$ cat config.mk
export PLATFORM = sky130hd
export DESIGN_NAME = qmul_rr_scheduler
export DESIGN_NICKNAME = d
export VERILOG_FILES = /design/src/rtl/qformat_pkg.sv /design/src/rtl/qmul_scale_sat.sv /design/src/rtl/qmul_rr_scheduler.sv
export SDC_FILE = /design/constraint.sdc
export NUM_CORES = 1
export LEC_CHECK = 0
export ABC_AREA = 0
export CAP_MARGIN = 40
export CORE_MARGIN = 1.5
export CORE_UTILIZATION = 30
export CTS_CLUSTER_SIZE = 30
export DETAILED_ROUTE_END_ITERATION = 12
export GPL_ROUTABILITY_DRIVEN = 0
export GPL_TIMING_DRIVEN = 1
export PLACE_DENSITY = 0.57
export SLEW_MARGIN = 25
export SYNTH_ARGS = -nofsm -noshare
export SYNTH_HDL_FRONTEND = slang
export SYNTH_SLANG_ARGS = --single-unit
$ cat constraint.sdc
create_clock -name clk -period 11.6 [get_ports clk]
set_input_delay 2.32 -clock clk [delete_from_list [all_inputs] [get_ports clk]]
set_output_delay 2.32 -clock clk [all_outputs]
set_load 0.02 [all_outputs]
$ cat src/rtl/qformat_pkg.sv
// Shared Q1.F format constants, helper functions and the scheduler FSM encoding.
// Functions take the fractional-bit count so parameterised modules derive their own widths.
package qformat_pkg;

  localparam int NUM_FIXED_BITS_DEFAULT = 8;

  function automatic int q_w(input int f);
    return f + 1;
  endfunction

  function automatic int q_prod_w(input int f);
    return 2 * (f + 1);
  endfunction

  function automatic int q_max(input int f);
    return (1 << f) - 1;
  endfunction

  function automatic int q_min(input int f);
    return -(1 << f);
  endfunction

  function automatic int q_round_bias(input int f);
    return 1 << (f - 1);
  endfunction

  localparam int W          = q_w(NUM_FIXED_BITS_DEFAULT);
  localparam int PROD_W     = q_prod_w(NUM_FIXED_BITS_DEFAULT);
  localparam int QMAX       = q_max(NUM_FIXED_BITS_DEFAULT);
  localparam int QMIN       = q_min(NUM_FIXED_BITS_DEFAULT);
  localparam int ROUND_BIAS = q_round_bias(NUM_FIXED_BITS_DEFAULT);

  typedef enum logic [1:0] {
    ST_IDLE  = 2'd0,
    ST_MUL   = 2'd1,
    ST_SCALE = 2'd2,
    ST_RESP  = 2'd3
  } state_t;

endpackage

$ cat src/rtl/qmul_scale_sat.sv
// Combinational Q2.2F -> Q1.F rescale with saturation and a clip flag.
// Build option QMUL_ROUND_NEAREST_EN: round half toward +inf; otherwise truncate toward -inf.
module qmul_scale_sat #(
  parameter int NUM_FIXED_BITS = 8
) (
  input  logic signed [2*NUM_FIXED_BITS+1:0] product,
  output logic signed [NUM_FIXED_BITS:0]     result,
  output logic                               sat
);
  import qformat_pkg::*;

  localparam int DW = q_w(NUM_FIXED_BITS);
  localparam int PW = q_prod_w(NUM_FIXED_BITS);
  // One guard bit so the rounding bias can never wrap the sign.
  localparam int EW = PW + 1;
  localparam logic signed [EW-1:0] SMAX = EW'(q_max(NUM_FIXED_BITS));
  localparam logic signed [EW-1:0] SMIN = EW'(q_min(NUM_FIXED_BITS));

  logic signed [EW-1:0] ext;
  logic signed [EW-1:0] biased;
  logic signed [EW-1:0] shifted;

  always_comb begin
    ext = EW'(product);
`ifdef QMUL_ROUND_NEAREST_EN
    biased = ext + EW'(q_round_bias(NUM_FIXED_BITS));
`else
    biased = ext;
`endif
    shifted = biased >>> NUM_FIXED_BITS;
    result  = shifted[DW-1:0];
    sat     = 1'b0;
    if (shifted > SMAX) begin
      result = SMAX[DW-1:0];
      sat    = 1'b1;
    end else if (shifted < SMIN) begin
      result = SMIN[DW-1:0];
      sat    = 1'b1;
    end
  end

endmodule

$ cat src/rtl/qmul_rr_scheduler.sv
// Round-robin scheduler sharing one signed Q1.F multiplier among NUM_REQ requesters.
// Rounding mode selected by QMUL_ROUND_NEAREST_EN (see qmul_scale_sat).
module qmul_rr_scheduler #(
  parameter int NUM_FIXED_BITS = 8,
  parameter int NUM_REQ        = 4,
  parameter int ID_W           = 2
) (
  input  logic                                    clk,
  input  logic                                    rst_n,
  input  logic [NUM_REQ-1:0]                      req_valid,
  output logic [NUM_REQ-1:0]                      req_ready,
  input  logic [NUM_REQ*(NUM_FIXED_BITS+1)-1:0]   req_a,
  input  logic [NUM_REQ*(NUM_FIXED_BITS+1)-1:0]   req_b,
  output logic                                    resp_valid,
  input  logic                                    resp_ready,
  output logic signed [NUM_FIXED_BITS:0]          resp_data,
  output logic [ID_W-1:0]                         resp_id,
  output logic                                    resp_sat,
  output logic                                    busy
);
  import qformat_pkg::*;

  localparam int DW = q_w(NUM_FIXED_BITS);
  localparam int PW = q_prod_w(NUM_FIXED_BITS);

  state_t                state_reg, state_next;
  logic [ID_W-1:0]       rr_ptr_reg;
  logic signed [DW-1:0]  a_reg, b_reg;
  logic [ID_W-1:0]       id_reg;
  logic signed [PW-1:0]  product_reg;
  logic signed [DW-1:0]  resp_data_reg;
  logic [ID_W-1:0]       resp_id_reg;
  logic                  resp_sat_reg;

  logic signed [DW-1:0]  req_a_arr [NUM_REQ];
  logic signed [DW-1:0]  req_b_arr [NUM_REQ];
  logic                  grant_found;
  logic [ID_W-1:0]       grant_idx;
  logic signed [DW-1:0]  scaled;
  logic                  scaled_sat;

  for (genvar gi = 0; gi < NUM_REQ; gi++) begin : g_req
    assign req_a_arr[gi] = req_a[gi*DW +: DW];
    assign req_b_arr[gi] = req_b[gi*DW +: DW];
    assign req_ready[gi] = (state_reg == ST_IDLE) && grant_found && (grant_idx == ID_W'(gi));
  end

  // First valid requester at or after rr_ptr, wrapping.
  always_comb begin
    grant_found = 1'b0;
    grant_idx   = '0;
    for (int k = 0; k < NUM_REQ; k++) begin
      if (!grant_found && req_valid[(int'(rr_ptr_reg) + k) % NUM_REQ]) begin
        grant_found = 1'b1;
        grant_idx   = ID_W'((int'(rr_ptr_reg) + k) % NUM_REQ);
      end
    end
  end

  always_comb begin
    state_next = state_reg;
    case (state_reg)
      ST_IDLE:  if (grant_found) state_next = ST_MUL;
      ST_MUL:   state_next = ST_SCALE;
      ST_SCALE: state_next = ST_RESP;
      ST_RESP:  if (resp_ready) state_next = ST_IDLE;
      default:  state_next = ST_IDLE;
    endcase
  end

  qmul_scale_sat #(
    .NUM_FIXED_BITS(NUM_FIXED_BITS)
  ) u_scale (
    .product(product_reg),
    .result (scaled),
    .sat    (scaled_sat)
  );

  always_ff @(posedge clk) begin
    if (!rst_n) begin
      state_reg     <= ST_IDLE;
      rr_ptr_reg    <= '0;
      a_reg         <= '0;
      b_reg         <= '0;
      id_reg        <= '0;
      product_reg   <= '0;
      resp_data_reg <= '0;
      resp_id_reg   <= '0;
      resp_sat_reg  <= 1'b0;
    end else begin
      state_reg <= state_next;
      case (state_reg)
        ST_IDLE: if (grant_found) begin
          a_reg      <= req_a_arr[grant_idx];
          b_reg      <= req_b_arr[grant_idx];
          id_reg     <= grant_idx;
          rr_ptr_reg <= ID_W'((int'(grant_idx) + 1) % NUM_REQ);
        end
        ST_MUL:   product_reg <= PW'(a_reg) * PW'(b_reg);
        ST_SCALE: begin
          resp_data_reg <= scaled;
          resp_sat_reg  <= scaled_sat;
          resp_id_reg   <= id_reg;
        end
        default: ;
      endcase
    end
  end

  // resp_valid is exactly "in RESP", so it is registered via the state.
  assign resp_valid = (state_reg == ST_RESP);
  assign busy       = (state_reg != ST_IDLE);
  assign resp_data  = resp_data_reg;
  assign resp_id    = resp_id_reg;
  assign resp_sat   = resp_sat_reg;

endmodule

-- Yosys cells after proc, flatten, opt, wreduce, memory -nomap -nowiden
Index checks and enable logic that the tools add are counted.
- $add $sub $neg: 4
- reduce and logical (&&, ||, !) cells: 19
- $lt $le $gt $ge: 7
- equality and inequality tests: 8
- multipliers: 1
- bitwise operators: 4
- muxes and demuxes: 32
- operators by type and width (operator ; number):
    2-to-1 mux 9 bit ; 6
    binary-select mux 9 bit (select 2 bit) ; 2
    multiplier 9 x 9 -> 18 bit ; 1
    2-to-1 mux 1 bit ; 13
    less-than comparator 3 x 4 -> 1 bit (second input constant) ; 3
    2-to-1 mux 2 bit ; 6
    greater-than comparator 10 x 9 -> 1 bit (second input constant) ; 1
    less-than comparator 10 x 9 -> 1 bit (second input constant) ; 1
    binary-select mux 1 bit (select 2 bit) ; 4
    == test 2 bit (second input constant) ; 4
    logical AND 1 bit ; 8
    one-hot mux 2 bit (4 select lines) ; 1
    OR reduction 2 bit ; 3
    adder 2 x 1 -> 2 bit (second input constant) ; 2
    adder 2 bit (second input constant) ; 2
    == test 2 x 1 -> 1 bit (second input constant) ; 2
    logical NOT 2 bit ; 2
    AND reduction 2 bit ; 2
    AND 1 bit (first input constant) ; 3
    >= comparator 3 bit (second input constant) ; 1
    logical NOT 1 bit ; 3
    less-than comparator 2 x 3 -> 1 bit (second input constant) ; 1
    inverter 2 -> 3 bit ; 1
    inequality test 2 x 1 -> 1 bit (second input constant) ; 1
    other kinds (2) ; 2
- flip-flop bits (word level): 54
- word-level logic and storage cells: 84
- input bits: 79
- output and inout bits: 18

-- Longest topological paths before layout
- depth in word-level cells: 18
- gate-level depth with buffers: 18
- depth with buffers taken out: 17

-- Cells and area by module
From an unflattened synthesis, not the netlist that was laid out.
- cells, all modules: 635
- area, all modules: 5901.9 sq um
- by module, submodules not included (module ; area an instance (sq um) ; cells an instance ; seq. area each (sq um) ; times used):
    qmul_rr_scheduler ; 5790.6 ; 623 ; 1081.0 ; 1
    qmul_scale_sat ; 111.4 ; 12 ; 0.0 ; 1

-- Worst setup path after synthesis
Ideal clock, no wire load.
- path type: input-to-output
- start point: in req_valid[0]
- end point: out req_ready[2]
- path slack: 5714 ps
- stages on the path: 8
- buffers on the path: 2
- data required time: 9280 ps
- arrival: 3566 ps
- path through: a21oi_1 -> o21a_1 -> o22ai_1 -> inv_1 -> buf_2 -> buf_1 -> ha_1 -> and2_1
- longest elaborated chain between the ends: 14
- elaborated cells between the ends (all ways): 28
- those cells by class: 1 x eq/ne; 19 x mux; 8 x reduce/logical
- ends and longest elaborated chain (what ; RTL line ; source):
    start, declared ; qmul_rr_scheduler.sv:10 ; input logic [NUM_REQ-1:0] req_valid,
    binary-select mux 1 bit (select 2 bit) ; qmul_rr_scheduler.sv:53 ; if (!grant_found && req_valid[(int'(rr_ptr_reg) + k) % NUM_REQ]) begin
    2-to-1 mux 1 bit (not written as such) ; qmul_rr_scheduler.sv:53 ;
    2-to-1 mux 1 bit ; qmul_rr_scheduler.sv:53 ;
    logical NOT 1 bit ; qmul_rr_scheduler.sv:53 ;
    logical AND 1 bit ; qmul_rr_scheduler.sv:53 ;
    2-to-1 mux 1 bit ; qmul_rr_scheduler.sv:53 ;
    logical NOT 1 bit ; qmul_rr_scheduler.sv:53 ;
    logical AND 1 bit ; qmul_rr_scheduler.sv:53 ;
    2-to-1 mux 1 bit ; qmul_rr_scheduler.sv:53 ;
    logical NOT 1 bit ; qmul_rr_scheduler.sv:53 ;
    logical AND 1 bit ; qmul_rr_scheduler.sv:53 ;
    2-to-1 mux 2 bit (*) ; qmul_rr_scheduler.sv:53 ;
    net grant_idx[1] ; qmul_rr_scheduler.sv:38 ; logic [ID_W-1:0] grant_idx;
    == test 2 bit (*) ; qmul_rr_scheduler.sv:45 ; assign req_ready[gi] = (state_reg == ST_IDLE) && grant_found && (grant_idx == ID_W'(gi));
    logical AND 1 bit (*) ; qmul_rr_scheduler.sv:45 ;
    end, declared ; qmul_rr_scheduler.sv:11 ; output logic [NUM_REQ-1:0] req_ready,
Mark *: on every way through the listed nets, which the timed path passes. The rest lies on a longest branch. The select of a mux whose other input is x is not followed.

-- Final worst setup path
- start point: in req_valid[0]
- end point: out req_ready[3]
- longest elaborated chain between the ends: 14
- elaborated cells between the ends (all ways): 28
- those cells by class: 1 x eq/ne; 19 x mux; 8 x reduce/logical
- ends and longest elaborated chain (what ; RTL line):
    binary-select mux 1 bit (select 2 bit) ; qmul_rr_scheduler.sv:53
    2-to-1 mux 1 bit (not written as such) ; qmul_rr_scheduler.sv:53
    2-to-1 mux 1 bit ; qmul_rr_scheduler.sv:53
    logical NOT 1 bit ; qmul_rr_scheduler.sv:53
    logical AND 1 bit ; qmul_rr_scheduler.sv:53
    2-to-1 mux 1 bit ; qmul_rr_scheduler.sv:53
    logical NOT 1 bit ; qmul_rr_scheduler.sv:53
    logical AND 1 bit ; qmul_rr_scheduler.sv:53
    2-to-1 mux 1 bit ; qmul_rr_scheduler.sv:53
    logical NOT 1 bit ; qmul_rr_scheduler.sv:53
    logical AND 1 bit ; qmul_rr_scheduler.sv:53
    2-to-1 mux 2 bit or 2-to-1 mux 1 bit (tied branches) ; qmul_rr_scheduler.sv:53
    == test 2 bit or logical AND 1 bit (tied branches) ; qmul_rr_scheduler.sv:45
    logical AND 1 bit (*) ; qmul_rr_scheduler.sv:45
Every way passes the cells marked *; elsewhere a longest branch is shown, timed or not. The select of a mux whose other input is x is not followed.

==> impl_metrics.toml <==
[timing]
worst_pin_slew_ns = 0.732
max_freq_ghz = 0.137
setup_violations = 0
skew_ns = 0.00393
slew_headroom = 0.512
hold_viol = 0
min_period_ns = 7.28
slew_violations = 0
min_period_over_period = 0.627
rsz0062_at_grt = "no"
tns_ns = 0

[job]
max-cap-violations = 0

[synthesis]
syn_inst = 651
yosysTopAreaCell = "fa_1"
synth_area_um2 = 5250
synth_commonest_cells = "nand2_1, inv_1, fa_1, dfxtp_1"
syn_avg_cell_area_um2 = 8.06
synthArstFlopShare = 0
yosys.area.top_type_share = 0.263
synth_edf_count = 0
synth_nets = 841
yosysSeqAreaShare = 0.176
yosys.cell_types.count = 35
yosys_warnings = 0
ys_seq_elements = 46
synth_ff_type = "dfxtp_1"
yosys-top-cells-area = "fa_1, dfxtp_1, nand2_1, ha_1, inv_1"
yosysMostFrequentCell = "nand2_1"

[clocking]
tritoncts = "built"
clkSinkCount = 46
root_buffer = "clkbuf_16"
cts_resized = 0
clock_latency_ns = 0.29
post-cts-setup-buffer-count = 0
htree_num_levels = 2
cts_made_buffers = 5
clk_pin_slew_ns = 0.06
ctsHoldBuffers = 0
cts.path.max_buffers = 2

[critical_path]
cp_slowest_stage_delay_ns = 0.53
crit_slowest_cell = "clkdlybuf4s50_1"
cp-end-kind = "output port"
path_max_fanout = 39
cp_common_cell = "clkdlybuf4s50_1"
arrival_ns = 4.96
cp-start-kind = "input port"
timing.critical_path.buf_inv = 4
cp_top_family = "buffers and inverters"
cp_data_required_time_ns = 9.28
crit_chain = "clkdlybuf4s50_1 > a21oi_1 > o21a_1 > o22ai_2 > buf_4 > inv_2 > ha_1 > and2_1 > clkdlybuf4s50_1"
path_class = "in -> out"

[power]
ir_worst_vdd_mv = 0.136
leakage_nw = 2.96
clkPwrFrac = 0.085
p_seq_frac = 0.205
switching_share = 0.504
total_power_w = 0.00160
p_int_w = 0.000792
p_comb_frac = 0.710
switchingPower_w = 0.000804
p_per_area_nw_per_um2 = 245

[cells_and_area]
multiInputGateArea_um2 = 3910
final_layout_size_suffix_gt1_frac = 0.0278
largest_reg_flops = 10
fillCellCount = 1821
regArea_um2 = 921
antenna_cells = 0
fin_nets = 909
synthToLayoutAreaGrowth_pct = 24.1

[routing]
ant_nets = 0
vias = 4315
viasPerCell = 4.57
drtIter0Drc = 182
routedWlPerCell_um = 13.3
wl_um = 12600
dr.pass1.iters = 4
drc = 0

[grt]
grt_pass1_wl_um = 20800
busiest_layer = "met2"
grt_max_degree = 42
met1_usage = 0.193
antenna_found_initial = 0
use_met2 = 0.237
met3_usage = 0.0247
grt_pass1_vias = 4243
gr-total-overflow = 0
track_usage = 0.142

[hold_path]
min_path_type = "reg -> reg"

[floorplanning]
num_rows = 48
die_h_um = 135
core_region_area_um2 = 17200
ios = 97
dieWidth_um = 135
dieArea_um2 = 18300
start_util = 0.305

[placed_design]
io_buffer_count = 96
hpwl_um = 10000

[run_status]
status = "finished, final reports clean"
-- power groups by stage --
stage,clock (W),combinational [W],sequential [W]
after CTS,0.000140,0.00115,0.000328
after floorplan,0,0.000906,0.000267
final,0.000136,0.00113,0.000327
after global placement,0,0.00114,0.000332
after global routing,0.000146,0.00130,0.000344
after detailed placement,0,0.00114,0.000331
-- per-layer routing --
layer,wire (um),vias up
li1,-,2199
met1,5810,2029
met5,0,-
met3,603,9
met4,132,0
met2,6010,78
-- final timing paths --
check | startpoint | end | slack [ns] | depth (start not counted)
setup / recovery | req_valid[0] | req_ready[3] | 4.32 | 9
hold / removal | resp_sat | resp_sat | 0.49 | 2
setup reg to reg | b_reg[1] | product_reg[17] | 6.40 | 15
hold reg to reg | resp_sat | resp_sat | 0.49 | 2
-- cell usage in the layout (no fill, tap or decap), drive strengths merged, types with 19 or more instances in the layout --
| cell | instances |
|---|---|
| inv | 74 |
| clkdlybuf4s50 | 96 |
| o21ai | 43 |
| nand2 | 157 |
| fa | 69 |
| o22ai | 19 |
| and2 | 38 |
| dfxtp | 46 |
| nor2 | 21 |
| ha | 42 |
| nand3 | 20 |
-- metrics by stage --
| stage | setup slack, ns | cells | area (um^2) | hold WS [ns] | util |
|---|---|---|---|---|---|
| 3_5_place_dp | 4.32 | 937 | 6380 | 0.484 | 0.371 |
| 6_report | 4.32 | 944 | 6510 | 0.492 | 0.379 |
| 5_1_grt | 4.13 | 944 | 6510 | 0.516 | 0.379 |
| 2_1_floorplan | 5.71 | 651 | 5250 | 0.442 | - |
| 3_3_place_gp | 3.97 | 937 | 6380 | 0.473 | 0.371 |
| 4_1_cts | 4.30 | 944 | 6510 | 0.499 | 0.379 |
-- worst min-delay path, delay by kind of cell, from the launching register on --
kind,cells,cell delay [ns]
flip-flops,1,0.31
AND/OR/NAND/NOR,1,0.08
AO/OA/AOI/OAI,1,0.05
-- cells by family after synthesis --
logic type,Yosys count,share of synthesized area
compound gates,95,0.106
xor+xnor,19,0.0317
fa+ha+maj,111,0.364
buf+inv,113,0.0825
flops,46,0.176
mux,11,0.0212
simple gates,256,0.219
-- area by class of cell --
type	instances	share of cell area
Clock buffer	7	0.0204
Timing Repair Buffer	100	0.152
Inverter	74	0.0427
Tap cell	225	0.0433
Sequential cell	46	0.141
Multi-Input combinational cell	492	0.600
Power figures use the tool's default switching activity.
